[src/rtl/id_ex_if.sv]
// rtl/id_ex_if.sv - ID to EX handshake and payload bundle
interface id_ex_if #(
  parameter int DATA_W   = 32,
  parameter int ALUOP_W  = 8,
  parameter int ALUSEL_W = 3,
  parameter int RADDR_W  = 5
);
  logic                id_valid;
  logic                id_ready;
  logic [ALUOP_W-1:0]  id_aluop;
  logic [ALUSEL_W-1:0] id_alusel;
  logic [DATA_W-1:0]   id_rdata1;
  logic [DATA_W-1:0]   id_rdata2;
  logic [RADDR_W-1:0]  id_rw;
  logic                id_wreg;
  logic                id_delayslot;

  logic                ex_valid;
  logic                ex_ready;
  logic [ALUOP_W-1:0]  ex_aluop;
  logic [ALUSEL_W-1:0] ex_alusel;
  logic [DATA_W-1:0]   ex_rdata1;
  logic [DATA_W-1:0]   ex_rdata2;
  logic [RADDR_W-1:0]  ex_rw;
  logic                ex_wreg;
  logic                ex_delayslot;

  // The environment (ID producer plus EX consumer) drives the stage.
  modport master (
    output id_valid, id_aluop, id_alusel, id_rdata1, id_rdata2, id_rw, id_wreg, id_delayslot,
    output ex_ready,
    input  id_ready,
    input  ex_valid, ex_aluop, ex_alusel, ex_rdata1, ex_rdata2, ex_rw, ex_wreg, ex_delayslot
  );

  modport slave (
    input  id_valid, id_aluop, id_alusel, id_rdata1, id_rdata2, id_rw, id_wreg, id_delayslot,
    input  ex_ready,
    output id_ready,
    output ex_valid, ex_aluop, ex_alusel, ex_rdata1, ex_rdata2, ex_rw, ex_wreg, ex_delayslot
  );
endinterface

[src/rtl/id_ex_pipe.sv]
// rtl/id_ex_pipe.sv - ID/EX pipeline register with skid buffer, flush and stall counter
module id_ex_pipe #(
  parameter int                  DATA_W     = 32,
  parameter int                  ALUOP_W    = 8,
  parameter int                  ALUSEL_W   = 3,
  parameter int                  RADDR_W    = 5,
  parameter int                  CNT_W      = 16,
  parameter logic [ALUOP_W-1:0]  NOP_ALUOP  = '0,
  parameter logic [ALUSEL_W-1:0] NOP_ALUSEL = '0
) (
  input  logic             clk,
  input  logic             rst,
  input  logic             flush,
  id_ex_if.slave           io,
  output logic [CNT_W-1:0] stall_cnt
);
  localparam int PW = ALUOP_W + ALUSEL_W + 2 * DATA_W + RADDR_W + 2;
  localparam logic [CNT_W-1:0] CNT_ONE = CNT_W'(1);
  localparam logic [CNT_W-1:0] CNT_MAX = '1;

  typedef enum logic [1:0] {EMPTY, BUSY, FULL} state_t;

  state_t              state;
  logic                id_ready_q;
  logic                ex_valid_q;
  logic [PW-1:0]       main_q;
  logic [PW-1:0]       skid_q;
  logic [PW-1:0]       id_pl;
  logic                push;
  logic                pop;

  logic [ALUOP_W-1:0]  m_aluop;
  logic [ALUSEL_W-1:0] m_alusel;
  logic [DATA_W-1:0]   m_rdata1;
  logic [DATA_W-1:0]   m_rdata2;
  logic [RADDR_W-1:0]  m_rw;
  logic                m_wreg;
  logic                m_delayslot;

  assign id_pl = {io.id_aluop, io.id_alusel, io.id_rdata1, io.id_rdata2,
                  io.id_rw, io.id_wreg, io.id_delayslot};
  assign push  = io.id_valid & id_ready_q;
  assign pop   = ex_valid_q & io.ex_ready;

  // Handshake flags are registered alongside the state so id_ready never sees ex_ready.
  always_ff @(posedge clk) begin
    if (!rst) begin
      state      <= EMPTY;
      id_ready_q <= 1'b1;
      ex_valid_q <= 1'b0;
      main_q     <= '0;
      skid_q     <= '0;
      stall_cnt  <= '0;
    end else begin
      if (ex_valid_q && !io.ex_ready && stall_cnt != CNT_MAX)
        stall_cnt <= stall_cnt + CNT_ONE;

      if (flush) begin
        state      <= EMPTY;
        id_ready_q <= 1'b1;
        ex_valid_q <= 1'b0;
      end else begin
        case (state)
          EMPTY: if (push) begin
            main_q     <= id_pl;
            state      <= BUSY;
            ex_valid_q <= 1'b1;
          end
          BUSY: begin
            if (push && pop) begin
              main_q <= id_pl;
            end else if (push) begin
              skid_q     <= id_pl;
              state      <= FULL;
              id_ready_q <= 1'b0;
            end else if (pop) begin
              state      <= EMPTY;
              ex_valid_q <= 1'b0;
            end
          end
          FULL: if (pop) begin
            main_q     <= skid_q;
            state      <= BUSY;
            id_ready_q <= 1'b1;
          end
          default: begin
            state      <= EMPTY;
            id_ready_q <= 1'b1;
            ex_valid_q <= 1'b0;
          end
        endcase
      end
    end
  end

  assign {m_aluop, m_alusel, m_rdata1, m_rdata2, m_rw, m_wreg, m_delayslot} = main_q;

  // Bubbles: stale main entry is masked so EX never sees a write enable without valid.
  assign io.id_ready     = id_ready_q;
  assign io.ex_valid     = ex_valid_q;
  assign io.ex_aluop     = ex_valid_q ? m_aluop     : NOP_ALUOP;
  assign io.ex_alusel    = ex_valid_q ? m_alusel    : NOP_ALUSEL;
  assign io.ex_rdata1    = ex_valid_q ? m_rdata1    : '0;
  assign io.ex_rdata2    = ex_valid_q ? m_rdata2    : '0;
  assign io.ex_rw        = ex_valid_q ? m_rw        : '0;
  assign io.ex_wreg      = ex_valid_q & m_wreg;
  assign io.ex_delayslot = ex_valid_q & m_delayslot;
endmodule

[src/flat_wrapper.sv]
// flat-port wrapper written by rule: the top's interface ports become plain ports
module id_ex_pipe_flat 
#(
  parameter int                  DATA_W     = 32,
  parameter int                  ALUOP_W    = 8,
  parameter int                  ALUSEL_W   = 3,
  parameter int                  RADDR_W    = 5,
  parameter int                  CNT_W      = 16,
  parameter logic [ALUOP_W-1:0]  NOP_ALUOP  = '0,
  parameter logic [ALUSEL_W-1:0] NOP_ALUSEL = '0
)
  (clk, rst, flush, stall_cnt, io_id_valid, io_id_aluop, io_id_alusel, io_id_rdata1, io_id_rdata2, io_id_rw, io_id_wreg, io_id_delayslot, io_ex_ready, io_id_ready, io_ex_valid, io_ex_aluop, io_ex_alusel, io_ex_rdata1, io_ex_rdata2, io_ex_rw, io_ex_wreg, io_ex_delayslot);
  id_ex_if #(.DATA_W(DATA_W), .ALUOP_W(ALUOP_W), .ALUSEL_W(ALUSEL_W), .RADDR_W(RADDR_W)) io_i ();
  input  logic clk;
  input  logic rst;
  input  logic flush;
  output logic [CNT_W-1:0] stall_cnt;
  input wire logic [$bits(io_i.id_valid)-1:0] io_id_valid;
  input wire logic [$bits(io_i.id_aluop)-1:0] io_id_aluop;
  input wire logic [$bits(io_i.id_alusel)-1:0] io_id_alusel;
  input wire logic [$bits(io_i.id_rdata1)-1:0] io_id_rdata1;
  input wire logic [$bits(io_i.id_rdata2)-1:0] io_id_rdata2;
  input wire logic [$bits(io_i.id_rw)-1:0] io_id_rw;
  input wire logic [$bits(io_i.id_wreg)-1:0] io_id_wreg;
  input wire logic [$bits(io_i.id_delayslot)-1:0] io_id_delayslot;
  input wire logic [$bits(io_i.ex_ready)-1:0] io_ex_ready;
  output wire logic [$bits(io_i.id_ready)-1:0] io_id_ready;
  output wire logic [$bits(io_i.ex_valid)-1:0] io_ex_valid;
  output wire logic [$bits(io_i.ex_aluop)-1:0] io_ex_aluop;
  output wire logic [$bits(io_i.ex_alusel)-1:0] io_ex_alusel;
  output wire logic [$bits(io_i.ex_rdata1)-1:0] io_ex_rdata1;
  output wire logic [$bits(io_i.ex_rdata2)-1:0] io_ex_rdata2;
  output wire logic [$bits(io_i.ex_rw)-1:0] io_ex_rw;
  output wire logic [$bits(io_i.ex_wreg)-1:0] io_ex_wreg;
  output wire logic [$bits(io_i.ex_delayslot)-1:0] io_ex_delayslot;
  assign io_i.id_valid = io_id_valid;
  assign io_i.id_aluop = io_id_aluop;
  assign io_i.id_alusel = io_id_alusel;
  assign io_i.id_rdata1 = io_id_rdata1;
  assign io_i.id_rdata2 = io_id_rdata2;
  assign io_i.id_rw = io_id_rw;
  assign io_i.id_wreg = io_id_wreg;
  assign io_i.id_delayslot = io_id_delayslot;
  assign io_i.ex_ready = io_ex_ready;
  assign io_id_ready = io_i.id_ready;
  assign io_ex_valid = io_i.ex_valid;
  assign io_ex_aluop = io_i.ex_aluop;
  assign io_ex_alusel = io_i.ex_alusel;
  assign io_ex_rdata1 = io_i.ex_rdata1;
  assign io_ex_rdata2 = io_i.ex_rdata2;
  assign io_ex_rw = io_i.ex_rw;
  assign io_ex_wreg = io_i.ex_wreg;
  assign io_ex_delayslot = io_i.ex_delayslot;
  id_ex_pipe #(.DATA_W(DATA_W), .ALUOP_W(ALUOP_W), .ALUSEL_W(ALUSEL_W), .RADDR_W(RADDR_W), .CNT_W(CNT_W), .NOP_ALUOP(NOP_ALUOP), .NOP_ALUSEL(NOP_ALUSEL)) u_core (.clk(clk), .rst(rst), .flush(flush), .io(io_i), .stall_cnt(stall_cnt));
endmodule
[config.mk]
export PLATFORM = sky130hd
export DESIGN_NAME = id_ex_pipe_flat
export DESIGN_NICKNAME = d
export VERILOG_FILES = /design/src/rtl/id_ex_if.sv /design/src/rtl/id_ex_pipe.sv /design/src/flat_wrapper.sv
export SDC_FILE = /design/constraint.sdc
export NUM_CORES = 1
export LEC_CHECK = 0
export ABC_CLOCK_PERIOD_IN_PS = 2250
export BUFFER_PORTS_ARGS = -buffer_cell sky130_fd_sc_hd__buf_4
export CORE_MARGIN = 2
export CORE_UTILIZATION = 54
export DETAILED_ROUTE_END_ITERATION = 12
export PLACE_DENSITY_LB_ADDON = 0.3
export RECOVER_POWER = 50
export SYNTH_ARGS = -nofsm -noshare
export SYNTH_HDL_FRONTEND = slang
export SYNTH_SLANG_ARGS = --single-unit
[constraint.sdc]
create_clock -name clk -period 2.25 [get_ports clk]
set_input_delay 0.3375 -clock clk [delete_from_list [all_inputs] [get_ports clk]]
set_output_delay 0.3375 -clock clk [all_outputs]
set_load 0.05 [all_outputs]
After elaboration in Yosys (flattened, before gate mapping)
Index checks and enable logic that the tools add are counted.
- bits of input ports: 87
- word-level logic and storage cells: 63
- flip-flop bits (word level): 184
- multiplexer cells: 24
- reductions and logical operators: 12
- $add $sub $neg: 1
- equality and inequality tests: 11
- bitwise gates (word level): 9
- operators by type and width (cell ; number):
    2-to-1 mux 82 bit ; 3
    one-hot mux 82 bit (3 select lines) ; 1
    2-to-1 mux 32 bit ; 2
    adder 16 x 1 -> 16 bit (second input constant) ; 1
    != test 16 bit (second input constant) ; 1
    AND reduction 4 bit ; 3
    2-to-1 mux 2 bit ; 5
    != test 2 x 1 -> 1 bit (second input constant) ; 5
    AND reduction 5 bit ; 2
    2-to-1 mux 8 bit ; 1
    2-to-1 mux 1 bit ; 7
    one-hot mux 1 bit (3 select lines) ; 2
    one-hot mux 2 bit (3 select lines) ; 1
    2-to-1 mux 5 bit ; 1
    inverter 1 bit ; 5
    AND 1 bit ; 4
    != test 2 bit (second input constant) ; 2
    logical AND 1 bit ; 3
    2-to-1 mux 3 bit ; 1
    != test 3 x 1 -> 1 bit (second input constant) ; 1
    nonzero test 3 bit ; 1
    == test 2 x 1 -> 1 bit (second input constant) ; 1
    == test 2 bit (second input constant) ; 1
    logical NOT 2 bit ; 1
    2 further kinds ; 2

Depth between registers and ports, before layout
- depth in word-level cells: 5
- mapped depth: 7
- depth with buffers taken out: 5

Worst setup path after synthesis
OpenSTA, ideal clock, no wires.
- path type: register to output
- start: register u_core.ex_valid_q, in the netlist u_core.io.ex_valid
- end: output port io_ex_aluop[0]
- path slack: 0.129 ns
- data required time: 1.913 ns
- path buffers: 3
- data arrival time: 1.784 ns
- stages on the path, launching flop included: 5
- cell sequence: dfxtp_1 > buf_2 > clkbuf_1 > clkbuf_1 > and2_1
- word-level cells in the longest chain between the ends: 1
- RTL lines (element ; line ; RTL):
    start: declaration ; id_ex_pipe.sv:25 ; logic ex_valid_q;
    start signal: assignment ; id_ex_pipe.sv:50 ; ex_valid_q <= 1'b0;
    start signal: assignment ; id_ex_pipe.sv:61 ; ex_valid_q <= 1'b0;
    start signal: assignment ; id_ex_pipe.sv:67 ; ex_valid_q <= 1'b1;
    2-to-1 mux 8 bit ; id_ex_pipe.sv:101 ; assign io.ex_aluop = ex_valid_q ? m_aluop : NOP_ALUOP;
    end: declaration ; flat_wrapper.sv:29 ; output wire logic [$bits(io_i.ex_aluop)-1:0] io_ex_aluop;
No other way between the ends.

Worst setup path after layout
- start: register u_core.ex_valid_q, in the netlist u_core.io.ex_valid
- end: output port io_ex_rdata2[31]
- word-level cells in the longest chain between the ends: 1
- RTL lines (element ; line ; RTL):
    2-to-1 mux 32 bit ; id_ex_pipe.sv:104 ; assign io.ex_rdata2 = ex_valid_q ? m_rdata2 : '0;
    end: declaration ; flat_wrapper.sv:32 ; output wire logic [$bits(io_i.ex_rdata2)-1:0] io_ex_rdata2;
No other way between the ends.

==> impl_metrics.py <==
metrics = {
    "sta": {
        "tightest_slew_ns": 0.708,
        "slew_viol_final": 0,
        "min_period_ns": 2.12,
        "fmax_ghz": 0.473,
        "setup_tns_ns": 0,
        "hold_viol": 0,
        "fin_crit_sh": 0.940,
        "finalSetupViolCount": 0,
        "rsz0062_at_grt": "no",
        "fin_skew_ns": 0.00869,
        "max_slew_margin": 0.530,
    },
    "grt": {
        "track_usage": 0.241,
        "overflow": 0,
        "grt_max_degree": 85,
        "antenna_found_initial": 0,
        "met2_usage": 0.379,
        "grt_util_met1": 0.334,
        "busiest_layer": "met2",
        "grt_pass1_vias": 6574,
        "met3_usage": 0.0466,
        "grt_first_pass_wirelength_mm": 32.3,
    },
    "min_path": {
        "min_from": "io_id_rdata2[0]",
        "min_path_type": "input pin to register",
    },
    "detailed_routing": {
        "dr.pass1.iters": 4,
        "num_vias": 7597,
        "antenna_left": 0,
        "drc": 0,
        "drt-initial-drc-count": 642,
        "viasPerCell": 5.49,
        "postRouteWirelength_mm": 20.6,
        "wl_per_cell_um": 14.9,
    },
    "floorplanning": {
        "io_pins": 187,
        "die_w_um": 129,
        "core_um2": 15300,
        "rows": 45,
        "start_util": 0.553,
        "fp.dieH_um": 129,
        "fp.dieArea_um2": 16600,
    },
    "clocking": {
        "clockRootBuffer": "clkbuf_16",
        "cts_setup_buffers": 0,
        "path_clk_slew_ns": 0.07,
        "cts_sinks": 184,
        "cts_buffer_depth": 2,
        "cts-resized-gates": 0,
        "cts_made_buffers": 17,
        "cts_hold_buf": 0,
        "clk_latency_ns": 0.43,
        "htree_levels": 4,
        "cts_tree": "yes",
    },
    "pwr": {
        "power.density_nw_per_um2": 694,
        "power_w": 0.00723,
        "peakVddDrop_mv": 0.541,
        "p_leak_nw": 4.45,
    },
    "setup_path": {
        "startpoint_type": "register",
        "endpoint_kind": "output pin",
        "slowest_stage": "dfxtp_2",
        "worstPathRequired_ns": 1.91,
        "rrSetupSlack_ns": 0.19,
        "crit_path_max_fanout": 47,
        "startpoint": "u_core.io.ex_valid",
        "cp.arrival_ns": 1.78,
        "crit_top_cell": "buf_4",
        "crit_chain": "buf_4 -> and2_1 -> buf_4",
        "cpPeakStageDelay_ns": 0.49,
        "r2r_start": "u_core.io.ex_valid",
        "critical_path_class": "register to output pin",
    },
    "layout": {
        "areaGrowthSynthToFinish_pct": 23.5,
        "layout-drive-gt1-share": 0.178,
        "final_cell_mix": "nand2_1, dfxtp_1, a21oi_1, buf_4, mux2i_1",
        "nets": 1248,
        "stdcell_count": 1383,
        "antennaDiodeCount": 0,
    },
    "place": {
        "dp_cells": 1352,
        "hpwl_mm": 12.6,
        "place.gp.congestion": 0.775,
        "numPortBuffers": 186,
    },
    "synthesis": {
        "yosysSeqAreaShare": 0.437,
        "ys.warnings.count": 0,
        "avgSynthCellArea_um2": 8.14,
        "synth_area_um2": 8430,
        "syn_nets": 1124,
        "ys_seq_elements": 184,
        "ys_types": 42,
        "syn_inst": 1036,
    },
    "run_status": {
        "status": "completed",
    },
    "job": {
        "maxCapViolCount": 0,
    },
}
-- sequential cells by signal (all words and copies together) (netlist names) --
| register | flops |
|---|---|
| u_core.skid_q | 82 |
| u_core.stall_cnt | 16 |
| u_core.io.id_ready | 1 |
| u_core.state | 2 |
| u_core.main_q | 82 |
| u_core.io.ex_valid | 1 |
-- metal layers --
layer / wire (um) / up-vias / part of all wire
met5: 0 / - / 0
met4: 305 / 0 / 0.015
met3: 1030 / 25 / 0.050
met2: 9750 / 192 / 0.47
met1: 9500 / 3572 / 0.46
li1: - / 3808 / -
-- path summary, 6_finish.rpt --
| path | endpoint | cells past startpoint |
|---|---|---|
| setup reg to reg | u_core.skid_q[49] | 5 |
| setup / recovery | io_ex_rdata2[31] | 3 |
| hold reg to reg | u_core.skid_q[31] | 2 |
| hold / removal | u_core.skid_q[7] | 3 |
-- area by class of cell --
class	count	area (um2)
multi-input cells	755	4330
well taps	211	264
fillers	1313	4840
clock inverters	7	115
repair buffers	200	1510
flip-flops and latches	184	3680
clock buffers	24	502
inverters	2	10.0
-- worst max-delay path: cells and delay by family (launching register included) --
| family | cells | cell delay, ns |
|---|---|---|
| AND/OR/NAND/NOR | 1 | 0.23 |
| buffers and inverters | 2 | 0.62 |
| flip-flops | 1 | 0.49 |
-- logic make-up after synthesis --
logic type               synth area share
AND/OR/NAND/NOR                     0.235
AO/OA/AOI/OAI                       0.169
flip-flops                          0.437
buffers and inverters              0.0507
multiplexers                        0.106
XOR/XNOR                          0.00104
adder cells (fa/ha/maj)           0.00148
-- synth_stat cells --
cell type | n | area [um2]
a211oi_1 | 1 | 7.51
a21boi_0 | 1 | 7.51
a21boi_1 | 1 | 7.51
a21oi_1 | 174 | 871
a221oi_1 | 1 | 8.76
a31oi_1 | 1 | 6.26
a41oi_1 | 1 | 8.76
and2_1 | 84 | 526
and2b_1 | 1 | 7.51
and3_1 | 2 | 12.5
and4_1 | 3 | 26.3
buf_2 | 30 | 150
buf_4 | 6 | 45.0
clkbuf_1 | 58 | 218
clkbuf_4 | 1 | 7.51
dfxtp_1 | 184 | 3680
ha_1 | 1 | 12.5
inv_1 | 1 | 3.75
inv_2 | 1 | 3.75
mux2i_1 | 89 | 891
nand2_1 | 183 | 687
nand2b_1 | 8 | 50.1
nand3_1 | 1 | 5.00
nand3b_1 | 2 | 15.0
nand4_1 | 7 | 43.8
nand4b_1 | 1 | 8.76
nor2_1 | 4 | 15.0
nor3_1 | 3 | 15.0
nor3b_1 | 1 | 7.51
nor4_1 | 1 | 6.26
o21a_1 | 1 | 7.51
o21ai_0 | 84 | 420
o21bai_1 | 2 | 15.0
o22a_1 | 2 | 17.5
o311ai_0 | 1 | 8.76
o31a_1 | 1 | 8.76
o31ai_1 | 3 | 22.5
o41ai_1 | 1 | 8.76
or3_1 | 84 | 526
or3b_1 | 1 | 8.76
or4_1 | 3 | 22.5
xor2_1 | 1 | 8.76
-- stage by stage --
step / setup slack (ns) / hold WS, ns / utilization / area, um2
after CTS: 0.140 / 0.148 / 0.690 / 10500
after global placement: 0.355 / 0.440 / 0.650 / 9920
after global routing: 0.0488 / 0.156 / 0.683 / 10400
after floorplan: 0.129 / 0.436 / - / 8430
after detailed placement: 0.292 / 0.446 / 0.650 / 9920
final: 0.134 / 0.159 / 0.683 / 10400
-- power by group --
part	internal, W	leakage [nW]	total, W	switching [W]
combinational	0.000291	2.66	0.000721	0.000430
clock	0.00189	0.298	0.00310	0.00122
sequential	0.00336	1.49	0.00340	0.0000471
Power figures use the tool's default switching activity.
